===== config.mk =====
export PLATFORM = sky130hd
export DESIGN_NAME = output_layer_seq
export DESIGN_NICKNAME = d
export VERILOG_FILES = /design/src/rtl/dnn_pkg.sv /design/src/rtl/mac_unit.sv /design/src/rtl/output_layer_seq.sv
export SDC_FILE = /design/constraint.sdc
export NUM_CORES = 1
export LEC_CHECK = 0
export BUFFER_PORTS_ARGS = -buffer_cell sky130_fd_sc_hd__buf_2
export CORE_UTILIZATION = 35
export DETAILED_ROUTE_END_ITERATION = 12
export PLACE_DENSITY_LB_ADDON = 0.15
export SLEW_MARGIN = 20
export SYNTH_ARGS = -nofsm -noshare
export SYNTH_HDL_FRONTEND = slang
export SYNTH_SLANG_ARGS = --single-unit

===== constraint.sdc =====
create_clock -name clk -period 8.8 [get_ports clk]
set_input_delay 2.2 -clock clk [delete_from_list [all_inputs] [get_ports clk]]
set_output_delay 2.2 -clock clk [all_outputs]
set_load 0.01 [all_outputs]

===== src/rtl/dnn_pkg.sv =====
// ============================================================================
//  Module      : dnn_pkg
//  Description : Shared constants, state encoding and helpers for the DNN
//                output stage.
//  Revision    : 1.0 - initial release
// ============================================================================
`default_nettype none

package dnn_pkg;

    localparam int WEIGHT_W = 5;
    localparam int N_HIDDEN = 4;
    localparam int N_OUT    = 2;
    // One counter value per (neuron, hidden input) product.
    localparam int CNT_W    = $clog2(N_HIDDEN * N_OUT);

    typedef enum logic [0:0] {
        IDLE = 1'b0,
        MAC  = 1'b1
    } out_state_t;

    // Rectified linear unit on a sign-extended value; callers truncate back
    // to their own width, which is lossless because the result is >= 0.
    function automatic logic signed [31:0] relu(input logic signed [31:0] v);
        return (v < 0) ? 32'sd0 : v;
    endfunction

endpackage

`default_nettype wire


===== src/rtl/mac_unit.sv =====
// ============================================================================
//  Module      : mac_unit
//  Description : Signed multiply-accumulate with synchronous clear and
//                enable. sum_o exposes acc + a*b so the caller can capture a
//                finished dot product on the same edge that clears it.
//  Revision    : 1.0 - initial release
// ============================================================================
`default_nettype none

module mac_unit #(
    parameter int A_W   = 12,
    parameter int B_W   = 5,
    parameter int ACC_W = 19
) (
    input  logic                    clk,
    input  logic                    rst_n,
    input  logic                    clr_i,
    input  logic                    en_i,
    input  logic signed [A_W-1:0]   a_i,
    input  logic signed [B_W-1:0]   b_i,
    output logic signed [ACC_W-1:0] sum_o
);

    logic signed [A_W+B_W-1:0] w_prod;
    logic signed [ACC_W-1:0]   acc_q;

    // Full-precision product, sign-extended into the accumulator width.
    assign w_prod = a_i * b_i;
    assign sum_o  = acc_q + ACC_W'(w_prod);

    // Clear has priority so the last term of one neuron never leaks into
    // the next neuron's sum.
    always_ff @(posedge clk or negedge rst_n) begin
        if (!rst_n) begin
            acc_q <= '0;
        end else if (clr_i) begin
            acc_q <= '0;
        end else if (en_i) begin
            acc_q <= sum_o;
        end
    end

endmodule

`default_nettype wire


===== src/rtl/output_layer_seq.sv =====
// ============================================================================
//  Module      : output_layer_seq
//  Description : DNN output layer. ReLU on four hidden results, then two
//                output neurons computed serially on one shared MAC.
//                Result valid flagged by a one-cycle output_ready pulse.
//  Revision    : 1.0 - initial release
// ============================================================================
`default_nettype none

module output_layer_seq
    import dnn_pkg::*;
#(
    parameter int input_width  = 12,
    parameter int output_width = 19
) (
    input  logic                           clk,
    input  logic                           rst_n,
    input  logic                           input_ready,
    input  logic signed [input_width-1:0]  in0,
    input  logic signed [input_width-1:0]  in1,
    input  logic signed [input_width-1:0]  in2,
    input  logic signed [input_width-1:0]  in3,
    input  logic signed [WEIGHT_W-1:0]     w48,
    input  logic signed [WEIGHT_W-1:0]     w58,
    input  logic signed [WEIGHT_W-1:0]     w68,
    input  logic signed [WEIGHT_W-1:0]     w78,
    input  logic signed [WEIGHT_W-1:0]     w49,
    input  logic signed [WEIGHT_W-1:0]     w59,
    input  logic signed [WEIGHT_W-1:0]     w69,
    input  logic signed [WEIGHT_W-1:0]     w79,
    output logic signed [output_width-1:0] out0,
    output logic signed [output_width-1:0] out1,
    output logic                           output_ready
);

    // Counter values at which the first and second neuron sums are complete.
    localparam logic [CNT_W-1:0] c_LAST_N8 = CNT_W'(N_HIDDEN - 1);
    localparam logic [CNT_W-1:0] c_LAST_N9 = CNT_W'(N_HIDDEN * N_OUT - 1);

    out_state_t                    state_q;
    logic [CNT_W-1:0]              cnt_q;
    logic                          input_ready_q;
    logic signed [input_width-1:0] x_q [N_HIDDEN];

    logic signed [input_width-1:0] w_in  [N_HIDDEN];
    logic signed [input_width-1:0] x_d   [N_HIDDEN];
    logic signed [WEIGHT_W-1:0]    w_wt  [N_OUT][N_HIDDEN];
    logic signed [input_width-1:0] w_a;
    logic signed [WEIGHT_W-1:0]    w_b;
    logic signed [output_width-1:0] w_sum;
    logic                          w_start;
    logic                          w_clr;
    logic                          w_en;

    assign w_in[0] = in0;
    assign w_in[1] = in1;
    assign w_in[2] = in2;
    assign w_in[3] = in3;

    // Row = output neuron (cnt MSB), column = hidden input (cnt LSBs).
    assign w_wt[0][0] = w48;
    assign w_wt[0][1] = w58;
    assign w_wt[0][2] = w68;
    assign w_wt[0][3] = w78;
    assign w_wt[1][0] = w49;
    assign w_wt[1][1] = w59;
    assign w_wt[1][2] = w69;
    assign w_wt[1][3] = w79;

    generate
        for (genvar g = 0; g < N_HIDDEN; g++) begin : g_relu
            assign x_d[g] = input_width'(relu(32'(w_in[g])));
        end
    endgenerate

    // Rising edge of the level-valid input; a held level starts only once.
    assign w_start = input_ready & ~input_ready_q;

    // Operand select for the current MAC step.
    assign w_a = x_q[cnt_q[CNT_W-2:0]];
    assign w_b = w_wt[cnt_q[CNT_W-1]][cnt_q[CNT_W-2:0]];

    // Clear on accepted start and after the first neuron's last term.
    assign w_clr = ((state_q == IDLE) && w_start) ||
                   ((state_q == MAC)  && (cnt_q == c_LAST_N8));
    assign w_en  = (state_q == MAC);

    mac_unit #(
        .A_W   (input_width),
        .B_W   (WEIGHT_W),
        .ACC_W (output_width)
    ) u_mac (
        .clk   (clk),
        .rst_n (rst_n),
        .clr_i (w_clr),
        .en_i  (w_en),
        .a_i   (w_a),
        .b_i   (w_b),
        .sum_o (w_sum)
    );

    // Sequencer: edge detect, operand capture, step counter, result registers.
    always_ff @(posedge clk or negedge rst_n) begin
        if (!rst_n) begin
            state_q       <= IDLE;
            cnt_q         <= '0;
            input_ready_q <= 1'b0;
            out0          <= '0;
            out1          <= '0;
            output_ready  <= 1'b0;
            for (int k = 0; k < N_HIDDEN; k++) begin
                x_q[k] <= '0;
            end
        end else begin
            input_ready_q <= input_ready;
            output_ready  <= 1'b0;
            case (state_q)
                IDLE: begin
                    if (w_start) begin
                        for (int k = 0; k < N_HIDDEN; k++) begin
                            x_q[k] <= x_d[k];
                        end
                        cnt_q   <= '0;
                        state_q <= MAC;
                    end
                end
                MAC: begin
                    cnt_q <= cnt_q + 1'b1;
                    if (cnt_q == c_LAST_N8) begin
                        out0 <= w_sum;
                    end
                    if (cnt_q == c_LAST_N9) begin
                        out1         <= w_sum;
                        output_ready <= 1'b1;
                        state_q      <= IDLE;
                    end
                end
                default: state_q <= IDLE;
            endcase
        end
    end

endmodule

`default_nettype wire


; Word level (Yosys, flattened, before mapping)
; Index checks and enable logic that the tools add are counted.
[classes]
reduce_logical = 7
order_cmp = 6
n_div = 0
n_eq_ne = 3
n_addsub = 2
shifts = 0
n_bitwise = 5
n_mul = 1
mux = 22
[op_table]
columns = operator, count
row1 = two-way mux 12 bit, 6
row2 = two-way mux 20 bit, 3
row3 = less-than comparator 12 x 1 -> 1 bit (second input constant), 4
row4 = two-way mux 19 bit, 2
row5 = binary-select mux 12 bit (select 2 bit), 1
row6 = adder 19 x 17 -> 19 bit, 1
row7 = multiplier 12 x 5 -> 17 bit, 1
row8 = binary-select mux 5 bit (select 2 bit), 1
row9 = two-way mux 5 bit, 2
row10 = case mux 3 bit (2 select lines), 1
row11 = AND reduction 2 bit, 3
row12 = two-way mux 1 bit, 4
row13 = adder 3 x 1 -> 3 bit (second input constant), 1
row14 = == test 3 x 2 -> 1 bit (second input constant), 1
row15 = == test 3 bit (second input constant), 1
row16 = >= comparator 3 bit (second input constant), 1
row17 = two-way mux 3 bit, 1
row18 = NOT 2 -> 3 bit, 1
row19 = >= comparator 2 bit (second input constant), 1
row20 = logical AND 1 bit, 2
row21 = != test 2 bit (second input constant), 1
row22 = NOT 1 bit, 2
row23 = NOT 1 -> 2 bit, 1
row24 = case mux 1 bit (2 select lines), 1
row25 = 3 further kinds, 3
[word_totals]
ff_bits = 111
latch_bits = 0
mem_bits_ro = 0
elab_cells = 57
mem_count = 0
out_inout_bits = 39
ramBits = 0

; Longest topological paths before layout
; Gate-level depths: netlist of the first run.
[logic_depth]
ltp_word = 11
ltp_mapped = 21
ltp_nobuf = 19

; Cells and area by module
; A second synthesis of the first run with hierarchy kept.
[unflattened]
cells_unflattened = 652
hier_area_um2 = 7803.7
[by_module_without_submodules]
columns = mod, cells_per_inst, seq_area_each_um2, n_inst, area_per_inst_um2
row1 = output_layer_seq, 280, 2202.1, 1, 4227.8
row2 = mac_unit, 372, 475.5, 1, 3575.9

; Least setup slack after synthesis of the first run
; No wires, ideal clock.
[synth_timing]
path_kind = input to register
from = input w69[0]
to = register out0[17]
arrival_ps = 6834
path_stages = 18
setup_ps = 69
required_time_ps = 8731
n_path_buf = 1
path_slack_ps = 1897
cell_sequence = mux4_1 -> mux2_2 -> buf_2 -> and2_1 -> fa_1 -> inv_1 -> fa_1 -> fa_1 -> inv_1 -> fa_1 -> inv_1 -> fa_1 -> nor2b_1 -> o2111ai_1 -> a21boi_2 -> a21oi_2 -> a2111o_1 -> nand3_1
[synth_via]
elab_chain_cells = 8
[synth_rtl]
columns = item, line
row1 = start: declaration, output_layer_seq.sv:29  ; input logic signed [WEIGHT_W-1:0] w69,
row2 = two-way mux 20 bit (implied by the code) (3 in series), output_layer_seq.sv:81  ; assign w_b = w_wt[cnt_q[CNT_W-1]][cnt_q[CNT_W-2:0]];
row3 = binary-select mux 5 bit (select 2 bit), output_layer_seq.sv:81
row4 = two-way mux 5 bit (implied by the code) (2 in series), output_layer_seq.sv:81
row5 = multiplier 12 x 5 -> 17 bit, mac_unit.sv:28  ; assign w_prod = a_i * b_i;
row6 = adder 19 x 17 -> 19 bit, mac_unit.sv:29  ; assign sum_o = acc_q + ACC_W'(w_prod);
row7 = end signal: assignment, output_layer_seq.sv:130  ; out0 <= w_sum;
row8 = end: declaration, output_layer_seq.sv:31  ; output logic signed [output_width-1:0] out0,
; Every way passes these cells. The select of a mux whose other input is x is not followed.
; A chain may end at the register's enable or synchronous reset.

; Final worst setup path of the first run
[layout_timing]
from = input w69[2]
to = register out1[17]
[layout_via]
elab_chain_cells = 8
[layout_rtl]
columns = item, line
row1 = two-way mux 20 bit (implied by the code) (3 in series), output_layer_seq.sv:81
row2 = binary-select mux 5 bit (select 2 bit), output_layer_seq.sv:81
row3 = two-way mux 5 bit (implied by the code) (2 in series), output_layer_seq.sv:81
row4 = multiplier 12 x 5 -> 17 bit, mac_unit.sv:28
row5 = adder 19 x 17 -> 19 bit, mac_unit.sv:29
row6 = end signal: assignment, output_layer_seq.sv:133  ; out1 <= w_sum;
row7 = end: declaration, output_layer_seq.sv:32  ; output logic signed [output_width-1:0] out1,
; Every way passes these cells. The select of a mux whose other input is x is not followed.

==> run metrics, run 1 <==
status finished, final reports clean; main combinational cell family by area after synthesis adder cells; Final Hold Slack about 470 ps; Cells after Synth around 710; total CTS buffers 9; delay-heaviest family, CP adder cells; Port Buffers ~130; fraction of registers with async set/reset 100%; Hold Vio Cnt, Final 0; RSZ-0062 raised after global routing false; Setup CP Type input pin to flop; most frequent cell after synthesis nand2_1; post-layout min period approximately 7200 ps; met2 usage around 26%; initial antenna violation count 0; first-pass GRT wire length approximately 29000 µm; Post CTS Setup Buffer Count 0; grt total ovfl 0; Routed wire per std cell ~15 µm; Fmax 140 MHz; Syn. warnings 0; CTS tree built; final setup TNS 0 ps; Setup crit end kind flop; adder-cell share of the synthesized area between 20 and 25%; clock transition at the registers of the reported paths 80 ps; Hold Buf Count CTS 0; CP Cell Sequence buf_2 > mux4_1 > mux2i_1 > nand2b_1 > fa_1 > fa_1 > fa_1 > inv_1 > fa_1 > inv_1 > fa_1 > nor2b_1 > o2111ai_1 > a21boi_2 > a21oi_2 > a2111o_1 > nand3_1; Yosys top cell area share a little under two fifths; Final period util ~81%; Area Overhead vs Synth 16.4%; top post-synthesis cells by area dfrtp_1, fa_1, ha_1; Worst Max-Slew Pin Slew between 900 and 1000 ps; GP Congestion 0.817; slew margin rel. roughly a third; Initial Utilization 35.7%; crit path max fanout 11; Post-synth EDFFs 0; die area around 21000 µm²; setup clock skew after layout 14.0 ps; post-CTS sizing 0; routed via count 5266; row count 52; hold depth 2; Post-Syn Area per Cell 10.3 µm²; hold path start out1[8]; Core Area slightly above 20000 µm²; hold worst-path end out1[8]; DRT Pass-1 Iters 4; met3 Usage GRT under 10%; Most used DFF post-synth dfrtp_1; Syn Nets a little under 900; post-synthesis compound-gate area fraction 10.8%; GR Util met1 around 25%; R2R setup slack roughly 2700 ps; clk sinks around 110; worst path arrival time 7460 ps; CTS max path bufs 2; DR DRC count 0; crit path buf inv count 3; fin. max-slew vios 0; Distinct cells, synth 44; clk root buf clkbuf_16; layout cells sized above 1 between 20% and 30%; multiplexer share of the synthesized area a little under a tenth; GRT Max-Usage Layer met2; worst endpoint required time approximately 9000 ps; FF-to-FF path depth 16; largest net degree at the start of global routing 89; hpwl dp 13000 µm; Synth Area in XOR/XNOR roughly 1.7%; Synth top cells by count nand2_1, dfrtp_1, o21ai_0, inv_1, ha_1; Die H roughly 150 µm; Antenna Nets Post-Route 0; # Max-Cap Violations 0; worst skew pair latency ~360 ps; reg2reg end out1[17]; RR Startpoint cnt_q[2]; min-delay worst type flop to flop; Slowest cell on crit path mux2i_1; Crit path largest cell delay around 800 ps; FF+latch count, synth between 100 and 150; n_diodes 0; post-synth top area cell dfrtp_1; Total GRT Usage 17.1%; H-tree depth 3; crit path launch type input pin; synthesized-area fraction occupied by and/or/nand/nor cells 15.7%; final layout net count ~1000; Vias/cell between 4 and 5; number of global-route vias before repair 5308; die width between 100 and 150 µm; setup violators final 0; Starting DRT DRC Count ~290; Worst path most repeated cell fa_1; WL final between 15000 and 20000 µm; I/O pin cnt 130; sequential area share after synthesis between 30% and 40%; post-synthesis instance area ~7300 µm²
[metal layers]
layer	vias to the layer above	wire, µm
met2	130	7360
met4	0	175
li1	2599	-
met3	13	825
met5	-	0
met1	2524	8610
[kinds of logic (layout without fill, tap and decap cells)]
group / Yosys count / count (layout)
adder cells (fa/ha/maj): 91 / 91
multiplexers: 38 / 38
AO/OA/AOI/OAI: 124 / 124
XOR/XNOR: 14 / 14
AND/OR/NAND/NOR: 239 / 239
flip-flops: 107 / 107
buffers and inverters: 93 / 212
[worst max path at each step]
stage / slack [ps] / depth (start not counted) / to / from
finish: 1640 / 17 / out1[17] / w69[2]
global route: 1330 / 17 / out1[17] / w69[2]
CTS: 1640 / 17 / out1[17] / w69[2]
detailed placement: 1260 / 17 / out1[17] / w69[2]
global placement: 1290 / 17 / out1[17] / w69[2]
floorplan: 1900 / 18 / out0[17] / w69[0]
[stage by stage]
stage | instances | utilization (%) | cell area (µm²) | setup WS (ps)
after global placement | 1079 | 40.1 | 8130 | 1290
after global routing | 1095 | 41.6 | 8440 | 1330
after floorplan | 706 | - | 7250 | 1900
final | 1095 | 41.6 | 8440 | 1640
after CTS | 1095 | 41.6 | 8440 | 1640
after detailed placement | 1079 | 40.1 | 8130 | 1260
[final cells by class]
type                       count  area, µm²
clock inverter                 7       81.3
clock buffer                   9        225
timing repair buffer         136        701
tap                          270        338
multi-input combinational    506       4190
sequential                   107       2680
fill                        2066      11900
inverter                      60        225
[registers in the layout, summed over array words and instances (netlist names)]
name / cells
x_q: 44
output_ready: 1
cnt_q: 3
input_ready_q: 1
u_mac.acc_q: 19
out0: 19
state_q: 1
out1: 19
[cells in the final DEF (no fill, tap or decap), drive strengths merged, types with 4 or more instances in the layout]
cell type	count
fa	42
mux2	13
clkbuf	9
a31oi	7
xor2	5
a21o	7
ha	49
mux2i	4
nor2b	21
and2	16
a21oi	10
nor2	23
o21ai	67
mux4	21
nand3	9
buf	136
a22o	11
dfrtp	107
xnor2	9
inv	64
nand2b	47
nand2	115
[worst min-delay path: cells and delay by family (launching register included)]
family,cells,cell delay [ps]
flip-flops,1,340
AND/OR/NAND/NOR,2,100
Power of run 1 is not shown: default switching activity piles up to over one toggle a cycle in this logic, so the estimate is an artifact.
==> run 2, diff against run 1 <==
Settings changed: ABC_AREA set to 1.
Clock period 8.8 ns to 7.33 ns, I/O delays scaled along.
==> run 2 against run 1 <==
The flow now finishes with violations (design-rule violations). Register-to-register slack lost 950 ps. Hold slack gained 15 ps. Highest routed layer unchanged. Synthesized cell count rose by 31%. Final cell count up 21%. Count of clock-buffer cells in the layout unchanged.
==> run metrics, run 2 <==
post-CTS sizing 0 (unchanged); Most used DFF post-synth dfrtp_1; sequential area share after synthesis 35.8% (-1.1 points); max reg flops 44 (unchanged); Vias/cell 4.70 (-2.3%); Post-Syn Area per Cell 8.06 µm² (-22%); commonest non-fill, non-tap cell in the layout nand2_1; fin. max-slew vios 0 (unchanged); placed cell areas 8330 µm² (+2.4%); Final period util around four fifths; routed via count 6202 (+18%); adder-cell share of the synthesized area 19.4% (-0.62 points); Setup crit end kind flop; reg2reg end out0[17]; hpwl dp 14900 µm (+15%); Final Instance Area 8620 µm² (+2.2%); status complete, but fails checks; Final Hold Slack 482 ps (+14.8 ps); post-synth top area cell dfrtp_1; I/O pin cnt 130 (unchanged); Yosys top cell area share 35.8% (-1.1 points); fraction of registers with async set/reset 100% (unchanged); FILL cells 2211 (+7.0%); Worst Setup SP w49[4]; Area Overhead vs Synth 15.3%; Routed wire per std cell 14.9 µm (-3.9%); FF+latch count, synth 107 (unchanged); final layout net count 1222 (+22%); R2R setup slack 1740 ps (-950 ps); # Max-Cap Violations 0 (unchanged); multiplexer share of the synthesized area 0% (-9.5 points); Distinct cells, synth 34 (-23%); failing checks design-rule violations; most frequent cells in the layout nand2_1, inv_1, buf_2; GP Congestion 0.851 (+4.1%); main combinational cell family by area after synthesis simple AND/OR/NAND/NOR gates; layout cells sized above 1 18.7% (-4.6 points); CTS tree built; crit path launch type input pin; worst endpoint required time 7590 ps (-1500 ps); Syn. warnings 0 (unchanged); Post CTS Setup Buffer Count 0 (unchanged); initial antenna violation count 0 (unchanged); Synth top cells by count nand2_1, inv_1, dfrtp_1, nand3_1, o21ai_0; Core Area 21000 µm² (+3.6%); CP Cell Sequence buf_2 > inv_1 > nand2_1 > nand3_1 > nand3_1 > nand2_1 > inv_2 > nand2_1 > fa_1 > fa_1 > fa_1 > inv_1 > fa_1 > inv_1 > fa_1 > o21ai_2 > nand2_1 > nand2_2 > nand2_1 > nand2_1 > nand2_1 > nand3_1 > nand2_1; Crit path largest cell delay 550 ps (-250 ps); crit path max fanout 11 (unchanged); clk sinks 107 (unchanged); synthesized-area fraction occupied by and/or/nand/nor cells 21.4% (+5.7 points); CP endpoint out0[17]; slew margin rel. 39.9% (+8.4 points); RSZ-0062 raised after global routing false; final setup TNS 0 ps (unchanged); Cells after Synth 928 (+31%); Hold Vio Cnt, Final 0 (unchanged); Worst path most repeated cell nand2_1; Antenna Nets Post-Route 0 (unchanged); clk root buf clkbuf_16; first-pass GRT wire length 32500 µm (+14%); H-tree depth 3 (unchanged); Worst Max-Slew Pin Slew 901 ps (-98.1 ps); grt total ovfl 0 (unchanged); total CTS buffers 9 (unchanged); post-synthesis instance area 7480 µm² (+3.2%); setup clock skew after layout 12.1 ps (-1.92 ps); row count 53 (+1.9%); FF-to-FF path depth 22 (+6); most frequent cell after synthesis nand2_1; top post-synthesis cells by area dfrtp_1, fa_1, nand2_1; Slowest cell on crit path fa_1; Largest Register x_q; post-layout min period just under 6000 ps; Fmax approximately 170 MHz; Syn Nets 1110 (+25%); worst path arrival time 6190 ps (-1270 ps); Post-synth EDFFs 0 (unchanged); Hold Buf Count CTS 0 (unchanged); CTS max path bufs 2 (unchanged); RR Startpoint cnt_q[2]; die width 148 µm (+1.6%); Port Buffers 129 (unchanged); worst skew pair latency 370 ps (about the same); Die H 148 µm (+1.6%); DRT Pass-1 Iters 8 (+4); setup violators final 0 (unchanged); largest net degree at the start of global routing 89 (unchanged); n_diodes 0 (unchanged); Starting DRT DRC Count 287 (+0.70%); Total GRT Usage 19.1% (+2.1 points); clock transition at the registers of the reported paths 80 ps (about the same); Synth Area in XOR/XNOR 0.585% (-1.1 points); die area 22000 µm² (+3.1%); Setup WS post-layout 1400 ps (-242 ps); number of global-route vias before repair 6086 (+15%); min-delay worst type flop to flop; DR DRC count 2 (+2); WL final 19700 µm (+16%); post-synthesis compound-gate area fraction 11.8% (+0.99 points); Setup WS pre-CTS 1010 ps (-251 ps); Initial Utilization 35.6% (-0.13 points); Setup CP Type input pin to flop
[run 2: cell count changes after synthesis, moves of 13 or more]
cell / delta
a21oi_1: +13
and2_1: -15
inv_1: +86
inv_2: +19
mux2_2: -13
mux4_2: -17
nand2_1: +88
nand2b_1: -47
nand3_1: +79
nor2_1: +50
nor2b_1: -21
[run 2: through the flow]
| stage | utilization [%] | cells |
|---|---|---|
| 3_3_place_gp | 39.6 | 1304 |
| 3_5_place_dp | 39.6 | 1304 |
| 6_report | 41.0 | 1320 |
| 2_1_floorplan | - | 928 |
| 5_1_grt | 41.0 | 1320 |
| 4_1_cts | 41.0 | 1320 |
[run 2: critical path: cells and delay by family]
family | cells | cell delay [ps]
AO/OA/AOI/OAI | 1 | 240
adder cells (fa/ha/maj) | 5 | 2360
buffers and inverters | 5 | 440
AND/OR/NAND/NOR | 12 | 1330
[run 2: how the worst min path moves through the flow]
stage,startpoint,end,slack [ps],cells past startpoint
global route,out1[17],out1[17],510,2
floorplan,u_mac.acc_q[11],u_mac.acc_q[11],460,2
finish,out1[1],out1[1],480,2
CTS,out1[10],out1[10],490,2
detailed placement,out1[10],out1[10],460,2
global placement,out1[10],out1[10],460,2
[run 2: layer usage]
metal	vias to the layer above	part of all wire, %	global-route usage (%)
met3	14	4.5	3.04
met4	0	0.98	4.64
li1	3169	-	-
met5	-	0	0
met2	134	44	29.3
met1	2885	50	28.1
[run 2: logic make-up (layout without fill, tap and decap cells)]
kind of cell,after synthesis,after routing
AND/OR/NAND/NOR,381,381
XOR/XNOR,5,5
adder cells (fa/ha/maj),91,91
buffers and inverters,201,318
AO/OA/AOI/OAI,143,143
flip-flops,107,107
[run 2: final cells by class]
type,count,area (µm²),area share (%)
Inverter,166,623,7.22
Clock inverter,7,71.3,0.827
Sequential cell,107,2680,31.0
Tap cell,275,344,3.99
Multi-Input combinational cell,620,3980,46.2
Clock buffer,9,225,2.61
Timing Repair Buffer,136,701,8.12
Power of run 2 is left out for the same reason.
